File: src/rtl/hazard_pkg.sv
// Shared types and constants for the ID->EX issue/hazard controller.
// Used by hazard_ctrl and reg_scoreboard.
package hazard_pkg;

    localparam int NREG     = 32;
    localparam int RS_W     = 5;
    localparam int PC_W     = 32;
    localparam int SB_CNT_W = 2;
    localparam int PERF_W   = 32;

    localparam logic [SB_CNT_W-1:0] SB_CNT_MAX = '1;

    typedef enum logic [1:0] {
        ST_RUN   = 2'd0,
        ST_FLUSH = 2'd1,
        ST_DRAIN = 2'd2
    } state_t;

    // Register index 0 is hardwired zero and never tracked.
    function automatic logic is_tracked(input logic [RS_W-1:0] idx);
        return idx != '0;
    endfunction

endpackage

File: src/rtl/reg_scoreboard.sv
// Per-register in-flight write counters; answers "is rs busy" from the registered counts.
// x0 is never tracked, so its busy bit is constant zero.
module reg_scoreboard
    import hazard_pkg::*;
(
    input  logic            clk_i,
    input  logic            rst_i,
    input  logic            inc_en,
    input  logic [RS_W-1:0] inc_idx,
    input  logic            dec_en,
    input  logic [RS_W-1:0] dec_idx,
    input  logic [RS_W-1:0] rs1,
    input  logic [RS_W-1:0] rs2,
    output logic            busy1,
    output logic            busy2,
    output logic            empty
);

    logic [NREG-1:0] busy_vec;

    assign busy_vec[0] = 1'b0;

    genvar gi;
    generate
        for (gi = 1; gi < NREG; gi++) begin : g_cnt
            logic [SB_CNT_W-1:0] cnt_reg;
            logic [SB_CNT_W-1:0] cnt_next;
            logic                inc_hit;
            logic                dec_hit;

            assign inc_hit = inc_en && (inc_idx == RS_W'(gi));
            assign dec_hit = dec_en && (dec_idx == RS_W'(gi));

            // A simultaneous issue and retire of the same register cancel out.
            always_comb begin
                cnt_next = cnt_reg;
                if (inc_hit && !dec_hit) begin
                    cnt_next = cnt_reg + 1'b1;
                end else if (dec_hit && !inc_hit) begin
                    cnt_next = cnt_reg - 1'b1;
                end
            end

            always_ff @(posedge clk_i) begin
                if (rst_i) begin
                    cnt_reg <= '0;
                end else begin
                    cnt_reg <= cnt_next;
                end
            end

            always_ff @(posedge clk_i) begin
                if (!rst_i) begin
                    assert (!(inc_hit && !dec_hit && cnt_reg == SB_CNT_MAX))
                        else $error("scoreboard overflow on x%0d", gi);
                    assert (!(dec_hit && !inc_hit && cnt_reg == '0))
                        else $error("scoreboard underflow on x%0d", gi);
                end
            end

            assign busy_vec[gi] = |cnt_reg;
        end
    endgenerate

    assign busy1 = busy_vec[rs1];
    assign busy2 = busy_vec[rs2];
    assign empty = ~|busy_vec;

endmodule

File: src/rtl/hazard_ctrl.sv
// ID->EX issue controller: RAW stall via write scoreboard, fence drain, redirect flush.
// Define YSYX_23060251_HAZARD_PERF_EN to add the perf counter ports.
module hazard_ctrl
    import hazard_pkg::*;
(
    input  logic              clk_i,
    input  logic              rst_i,
    input  logic              d_valid_i,
    input  logic [RS_W-1:0]   d_rs1_i,
    input  logic [RS_W-1:0]   d_rs2_i,
    input  logic              d_use_rs1_i,
    input  logic              d_use_rs2_i,
    input  logic [RS_W-1:0]   d_rd_i,
    input  logic              d_wenReg_i,
    input  logic              d_fence_i,
    output logic              d_issue_ok_o,
    input  logic              e_fire_i,
    input  logic              w_valid_i,
    input  logic [RS_W-1:0]   w_rd_i,
    input  logic              w_wenReg_i,
    input  logic              e_redirect_i,
    input  logic [PC_W-1:0]   e_redirect_pc_i,
    output logic              flush_o,
    output logic              f_redirect_o,
    output logic [PC_W-1:0]   f_redirect_pc_o
`ifdef YSYX_23060251_HAZARD_PERF_EN
    ,
    output logic [PERF_W-1:0] perf_raw_cnt_o,
    output logic [PERF_W-1:0] perf_flush_cnt_o,
    output logic [PERF_W-1:0] perf_drain_cnt_o
`endif
);

    state_t          state_reg;
    state_t          state_next;
    logic [PC_W-1:0] pc_reg;
    logic            sb_inc;
    logic            sb_dec;
    logic            busy1;
    logic            busy2;
    logic            sb_empty;
    logic            raw;
    logic            fence_wait;
    logic            in_run;

    assign sb_inc = e_fire_i && d_wenReg_i && is_tracked(d_rd_i);
    assign sb_dec = w_valid_i && w_wenReg_i && is_tracked(w_rd_i);

    reg_scoreboard u_sb (
        .clk_i   (clk_i),
        .rst_i   (rst_i),
        .inc_en  (sb_inc),
        .inc_idx (d_rd_i),
        .dec_en  (sb_dec),
        .dec_idx (w_rd_i),
        .rs1     (d_rs1_i),
        .rs2     (d_rs2_i),
        .busy1   (busy1),
        .busy2   (busy2),
        .empty   (sb_empty)
    );

    assign raw        = (d_use_rs1_i && busy1) || (d_use_rs2_i && busy2);
    assign fence_wait = d_fence_i && !sb_empty;

    always_ff @(posedge clk_i) begin
        if (rst_i) begin
            state_reg <= ST_RUN;
        end else begin
            state_reg <= state_next;
        end
    end

    // A redirect wins in every state, including a back-to-back redirect in FLUSH.
    always_comb begin
        state_next = state_reg;
        if (e_redirect_i) begin
            state_next = ST_FLUSH;
        end else begin
            case (state_reg)
                ST_RUN:   if (d_valid_i && fence_wait) state_next = ST_DRAIN;
                ST_FLUSH: state_next = ST_RUN;
                ST_DRAIN: if (sb_empty) state_next = ST_RUN;
                default:  state_next = ST_RUN;
            endcase
        end
    end

    always_comb begin
        flush_o      = 1'b0;
        f_redirect_o = 1'b0;
        in_run       = 1'b0;
        case (state_reg)
            ST_RUN:   in_run = 1'b1;
            ST_FLUSH: begin
                flush_o      = 1'b1;
                f_redirect_o = 1'b1;
            end
            default: ;
        endcase
    end

    assign d_issue_ok_o = in_run && !raw && !e_redirect_i && !fence_wait;

    always_ff @(posedge clk_i) begin
        if (rst_i) begin
            pc_reg <= '0;
        end else if (e_redirect_i) begin
            pc_reg <= e_redirect_pc_i;
        end
    end

    assign f_redirect_pc_o = pc_reg;

`ifdef YSYX_23060251_HAZARD_PERF_EN
    logic [PERF_W-1:0] raw_cnt_reg;
    logic [PERF_W-1:0] flush_cnt_reg;
    logic [PERF_W-1:0] drain_cnt_reg;

    always_ff @(posedge clk_i) begin
        if (rst_i) begin
            raw_cnt_reg   <= '0;
            flush_cnt_reg <= '0;
            drain_cnt_reg <= '0;
        end else begin
            if (d_valid_i && raw)       raw_cnt_reg   <= raw_cnt_reg + 1'b1;
            if (e_redirect_i)           flush_cnt_reg <= flush_cnt_reg + 1'b1;
            if (state_reg == ST_DRAIN)  drain_cnt_reg <= drain_cnt_reg + 1'b1;
        end
    end

    assign perf_raw_cnt_o   = raw_cnt_reg;
    assign perf_flush_cnt_o = flush_cnt_reg;
    assign perf_drain_cnt_o = drain_cnt_reg;
`endif

endmodule

File: config.mk
export PLATFORM = sky130hd
export DESIGN_NAME = hazard_ctrl
export DESIGN_NICKNAME = d
export VERILOG_FILES = /design/src/rtl/hazard_pkg.sv /design/src/rtl/reg_scoreboard.sv /design/src/rtl/hazard_ctrl.sv
export SDC_FILE = /design/constraint.sdc
export NUM_CORES = 1
export LEC_CHECK = 0
export ABC_CLOCK_PERIOD_IN_PS = 2450
export BUFFER_PORTS_ARGS = -buffer_cell sky130_fd_sc_hd__buf_4
export CAP_MARGIN = 20
export CORE_MARGIN = 3
export CORE_UTILIZATION = 49
export DETAILED_ROUTE_END_ITERATION = 7
export PLACE_DENSITY = 0.72
export SLEW_MARGIN = 10
export SYNTH_ARGS = -nofsm -noshare
export SYNTH_HDL_FRONTEND = slang
export SYNTH_SLANG_ARGS = --single-unit
File: constraint.sdc
create_clock -name clk_i -period 2.45 [get_ports clk_i]
set_clock_uncertainty 0.05 [all_clocks]
set_input_delay 0.1225 -clock clk_i [delete_from_list [all_inputs] [get_ports clk_i]]
set_output_delay 0.1225 -clock clk_i [all_outputs]
set_load 0.03 [all_outputs]
==> impl_metrics.tcl, run 1 <==
set metrics [dict create \
    outcome "finished with violations" \
    violations "setup timing" \
    area_growth_pct 26.7 \
    fin_cells 868 \
    yosysMostFrequentCell "nor2_1" \
    worstMarginPinSlew_ns 0.970 \
    cp_max_fo 4 \
    cts_setup_buffers 0 \
    diodes 0 \
    via_per_inst 5.63 \
    grt_max_degree 97 \
    crit_required_ns 2.28 \
    max_freq_mhz 407 \
    ant_nets 0 \
    gp_congestion 0.882 \
    postSynthAreaPerCell_sq_um 8.56 \
    setup.worst_path.start "u_sb.g_cnt[4].cnt_reg[1]" \
    powerDensity_nw_per_um2 494 \
    track_usage 0.246 \
    placementRows 37 \
    drtIter0Drc 275 \
    post_drt_wl_per_cell_um 16.9 \
    critPathKind "reg -> out" \
    core_sq_um 10400 \
    cts_made_buffers 9 \
    io-pin-count 98 \
    slew_headroom 0.353 \
    finalCritPeriodShare 1.00 \
    p_switching_mw 0.927 \
    drv_cap 0 \
    critPathLaunchType "flop" \
    syn-num-nets 705 \
    hold_violations 0 \
    ys_async_sr_fraction 0 \
    dpl_cell_area_sq_um 6040 \
    power_frac_clock 0.324 \
    nets 821 \
    die_area_sq_um 12000 \
    setup_ws_ns -0.00564 \
    synth-warning-count 0 \
    synth_common_cells "nor2_1 (132), dfxtp_1 (96), xor2_1 (62)" \
    endpoint "d_issue_ok_o" \
    htreeDepth 3 \
    final.fill_count 873 \
    antenna_found_initial 0 \
    netlist_area_sq_um 5230 \
    drive_above_1_share 0.208 \
    synth_edf_count 0 \
    finish.utilization 0.639 \
    dieHeight_um 109 \
    wirelength_um 14700 \
    hold_class "in -> reg" \
    num_vias 4889 \
    r2r_cells 5 \
    r2r-start "u_sb.g_cnt[4].cnt_reg[1]" \
    syn_inst 611 \
    pwr-share-seq 0.502 \
    slew_violations 0 \
    grt_pass1_vias 4866 \
    clockRootBuffer "clkbuf_8" \
    layout_min_cycle_time_ns 2.46 \
    rrSetupSlack_ns 0.86 \
    total_leakage_power_nw 2.83 \
    grt_pass1_wl_um 23100 \
    drt_first_pass_iters 4 \
    largest_reg_flops 62 \
    dp_hpwl_um 10400 \
    cts_tree "built" \
    rsz0062_at_grt "true" \
    clk_pin_slew_ns 0.10 \
    port_buffers 97 \
    synth_top_area_frac 0.367 \
    critPathCaptureType "primary output" \
    ys_ff_latch 96 \
    drc 0 \
    cts.path.max_buffers 2 \
    vdd_drop_max_uv 286 \
    setup_violations 1 \
    start_util 0.505 \
    r2r-end "state_reg[1]" \
    ys_seq_area_frac 0.367 \
    swShare 0.283 \
    cp.arrival_ns 2.28 \
    synth_cell_type_count 41 \
    pwr-share-comb 0.173 \
    clock_latency_ns 0.37 \
    ys.flop_type "dfxtp_1" \
    ys_top_cells_by_area "dfxtp_1 (37%), xor2_1 (10%), nor2_1 (9.5%)" \
    internal_power_mw 2.35 \
    clock-sinks 96 \
    final_area_sq_um 6630 \
    fp.dieW_um 109 \
    synth_top_area_cell "dfxtp_1" \
    place_inst 820 \
    grt_overflow 0 \
]
==> final cells by class <==
type	instances	area, sq um	share of cell area
clock buffer	10	128	0.0193
clock inverter	6	66.3	0.0100
inverter	4	15.0	0.00227
multi-input combinational	484	3250	0.490
sequential	96	1930	0.291
tap	136	170	0.0257
timing repair buffer	132	1070	0.162
==> per-stage QoR <==
stage,total power [mW],TNS [ns],worst slack (ns),hold WS [ns]
after floorplan,1.97,0,0.133,0.220
after global placement,2.17,0,0.334,0.306
after detailed placement,2.18,0,0.349,0.315
after CTS,3.27,-0.0317,-0.0317,0.147
after global routing,3.41,-0.123,-0.123,0.170
final,3.27,-0.00564,-0.00564,0.139
==> how the worst min path moves through the flow <==
stage                              from  depth (start not counted)                   to  slack, ns
detailed placement  e_redirect_pc_i[26]                          3  f_redirect_pc_o[26]       0.31
floorplan            e_redirect_pc_i[0]                          2   f_redirect_pc_o[0]       0.22
finish                        d_fence_i                          4         state_reg[1]       0.14
global route                  d_valid_i                          4         state_reg[1]       0.17
CTS                           d_fence_i                          4         state_reg[1]       0.15
global placement     e_redirect_pc_i[2]                          3   f_redirect_pc_o[2]       0.31
==> power by group through the flow <==
| stage | clock [mW] | combinational [mW] | sequential [mW] |
|---|---|---|---|
| after floorplan | 0 | 0.242 | 1.73 |
| after global placement | 0 | 0.494 | 1.67 |
| after detailed placement | 0 | 0.504 | 1.67 |
| after CTS | 1.08 | 0.548 | 1.64 |
| after global routing | 1.15 | 0.611 | 1.65 |
| final | 1.06 | 0.568 | 1.64 |
==> routing by layer <==
metal / up-vias / wire [um] / GRT usage
li1: 2351 / - / -
met1: 2345 / 5910 / 0.302
met2: 164 / 7570 / 0.424
met3: 29 / 774 / 0.0493
met4: 0 / 420 / 0.0980
met5: - / 0 / 0
==> cells by family (layout without fill, tap and decap cells) <==
| group | count (synthesis) | in the layout | synth area share |
|---|---|---|---|
| DFF | 96 | 96 | 0.367 |
| adders and majority gates | 31 | 31 | 0.0741 |
| buffers and inverters | 31 | 152 | 0.0239 |
| and+or+nand+nor | 258 | 258 | 0.227 |
| xor gates and xnor gates | 62 | 62 | 0.104 |
| AOI/OAI and AO/OA | 89 | 89 | 0.0930 |
| muxes | 44 | 44 | 0.111 |
==> what timing repair did <==
action | 4_1_cts | 5_1_grt
gates resized for setup | 12 | 14
endpoints found under the hold margin | 32 | 0
hold buffers | 32 | 0
setup endpoints to repair | 1 | 1
==> placed cells by master (no fill, tap or decap), drive strengths merged, types with 5 or more instances in the layout <==
cell	netlist	routed
nand2	36	36
a31oi	6	6
a21oi	38	38
nor3b	5	5
clkbuf	18	10
o21ai	35	35
dlygate4sd3	0	32
ha	31	31
nor3	10	10
nand4	6	6
nor2b	11	11
buf	9	100
inv	4	6
mux4	11	11
mux2i	32	32
nor2	132	132
dfxtp	96	96
xor2	62	62
or3	31	31
nand3	13	13
==> worst max-delay path, cell delays in order, from the launching register on <==
cell and delay, ns:
dfxtp_2 0.37, nor2_4 0.14, nand4_1 0.12, or4_4 0.56, nor4_4 0.16, o221ai_1 0.15, a211oi_1 0.20, buf_4 0.21
Note: power is estimated with default switching activity, not from simulation.
==> inputs of run 2 (changes only) <==
CORE_ASPECT_RATIO = 1.5   (was default)
==> run 2 against run 1 <==
  * The run still ends with setup timing left
  * Hold slack worse by 0.022 ns
  * Sequential power about the same
  * Non-clock buffer count down 1
  * Total power rose by 15%
  * Setup slack got worse by 0.025 ns
  * Via count down 0.88%
  * Global-route usage about the same
  * Utilization up 1.8 points
  * Final area is 1.5% higher
  * Clock power is 46% higher
  * Largest cell class unchanged
==> impl_metrics.tcl, run 2 (synthesized netlist as in run 1, its figures left out) <==
set metrics [dict create \
    finalCritPeriodShare 1.01 \
    max_freq_mhz 403 \
    violations "setup timing" \
    grt_overflow 0 \
    clockRootBuffer "clkbuf_16" \
    cp_max_fo 3 \
    critPathLaunchType "flop" \
    grt_pass1_wl_um 23700 \
    nets 820 \
    setup_ws_ns -0.0303 \
    final.fill_count 842 \
    gp_congestion 0.896 \
    critPathKind "reg -> out" \
    clock-sinks 96 \
    num_vias 4846 \
    port_buffers 97 \
    die_area_sq_um 12000 \
    powerDensity_nw_per_um2 559 \
    antenna_found_initial 0 \
    multiInputGateArea_sq_um 3230 \
    outcome "finished with violations" \
    via_per_inst 5.56 \
    placementRows 45 \
    grt_max_degree 97 \
    min_to "state_reg[1]" \
    start_util 0.511 \
    track_usage 0.247 \
    post_drt_wl_per_cell_um 16.6 \
    io-pin-count 98 \
    cts_made_buffers 9 \
    power_mw 3.76 \
    r2r-end "state_reg[1]" \
    wirelength_um 14500 \
    hold_path_depth 4 \
    area_growth_pct 28.6 \
    drt_first_pass_iters 4 \
    fp.dieW_um 90.4 \
    rsz0062_at_grt "true" \
    cp.arrival_ns 2.31 \
    fin_hold_ws_ns 0.117 \
    drive_above_1_share 0.194 \
    fin_cells 872 \
    place_inst 824 \
    crit_chain "nor2_2 -> nand4_1 -> or4_4 -> nor4_4 -> o221ai_2 -> a211oi_2 -> buf_4" \
    r2r_cells 5 \
    hold_violations 0 \
    slew_headroom 0.345 \
    slowest_stage "or4_4" \
    worstMarginPinSlew_ns 0.982 \
    drc 0 \
    setup_violations 1 \
    hold_class "in -> reg" \
    core_sq_um 10200 \
    htreeDepth 3 \
    rrSetupSlack_ns 0.74 \
    critPathCaptureType "primary output" \
    diodes 0 \
    clock_latency_ns 0.36 \
    cts.path.max_buffers 2 \
    seq_area_sq_um 1930 \
    largest_reg_flops 62 \
    drtIter0Drc 242 \
    total_leakage_power_nw 2.86 \
    ant_nets 0 \
    cts_tree "built" \
    grt_pass1_vias 4875 \
    r2r-start "u_sb.g_cnt[1].cnt_reg[0]" \
    hp-start "d_fence_i" \
    cts_setup_buffers 0 \
    final_common_cell "nor2_1" \
    max_stage_delay_ns 0.58 \
    clk_pin_slew_ns 0.07 \
    slew_violations 0 \
    layout_min_cycle_time_ns 2.48 \
    vdd_drop_max_uv 386 \
    dieHeight_um 133 \
    drv_cap 0 \
    dp_hpwl_um 10200 \
    final_cell_mix "nor2_1 (125), buf_4 (99), dfxtp_1 (93)" \
    crit_required_ns 2.28 \
]
==> run 2: changes by cell type in the layout (fill, tap and decap cells not counted), moves of 3 or more <==
cell / previous run / this run
clkbuf_16: 0 / 9
clkbuf_8: 9 / 0
nor2_1: 119 / 125
dfxtp_1: 88 / 93
dfxtp_2: 8 / 3
nor2_2: 10 / 7
nor2_4: 3 / 0
==> run 2: layer usage <==
layer	wire, um	track usage
met5	0	0
met4	687	0.145
met3	483	0.0410
met2	8030	0.464
met1	5290	0.254
==> run 2: critical path, delay by kind of cell, from the launching register on <==
family                 cells  cell delay, ns
and+or+nand+nor            4            1.10
buffers and inverters      1            0.19
AOI/OAI and AO/OA          2            0.32
DFF                        1            0.35
==> run 2: worst max-delay path by stage <==
stage                              end  cells past startpoint  slack [ns]                      from
final                     d_issue_ok_o                      7       -0.03  u_sb.g_cnt[1].cnt_reg[0]
after global routing      d_issue_ok_o                      7       -0.12  u_sb.g_cnt[4].cnt_reg[1]
after CTS                 d_issue_ok_o                      7       -0.05  u_sb.g_cnt[8].cnt_reg[1]
after detailed placement  d_issue_ok_o                      7        0.20  u_sb.g_cnt[8].cnt_reg[0]
after global placement    d_issue_ok_o                      7        0.31  u_sb.g_cnt[1].cnt_reg[0]
after floorplan           d_issue_ok_o                      6        0.13  u_sb.g_cnt[1].cnt_reg[0]
==> run 2: layout make-up <==
| class | count | area share |
|---|---|---|
| multi-input combinational | 484 | 0.480 |
| sequential | 96 | 0.286 |
| timing repair buffer | 131 | 0.158 |
| clock buffer | 10 | 0.0340 |
| tap | 141 | 0.0262 |
| clock inverter | 6 | 0.0138 |
| inverter | 4 | 0.00223 |
==> run 2: where the power goes <==
group / leakage, nW / internal [mW] / switching, mW
combinational: 1.93 / 0.261 / 0.311
sequential: 0.783 / 1.61 / 0.0331
clock: 0.149 / 0.901 / 0.646
total: 2.86 / 2.77 / 0.991
==> run 2: what timing repair did <==
| item | CTS | global route |
|---|---|---|
| endpoints found under the hold margin | 32 | 0 |
| hold buffers | 32 | 0 |
| endpoints found under the setup margin | 1 | 1 |
| resized for setup | 7 | 7 |
==> run 2: stage by stage <==
stage | TNS [ns] | setup WS (ns) | utilization | cell area, sq um
floorplan | 0 | 0.133 | - | 5230
global placement | 0 | 0.305 | 0.590 | 6040
detailed placement | 0 | 0.204 | 0.590 | 6040
CTS | -0.0548 | -0.0548 | 0.654 | 6710
global route | -0.118 | -0.118 | 0.657 | 6730
finish | -0.0303 | -0.0303 | 0.657 | 6730
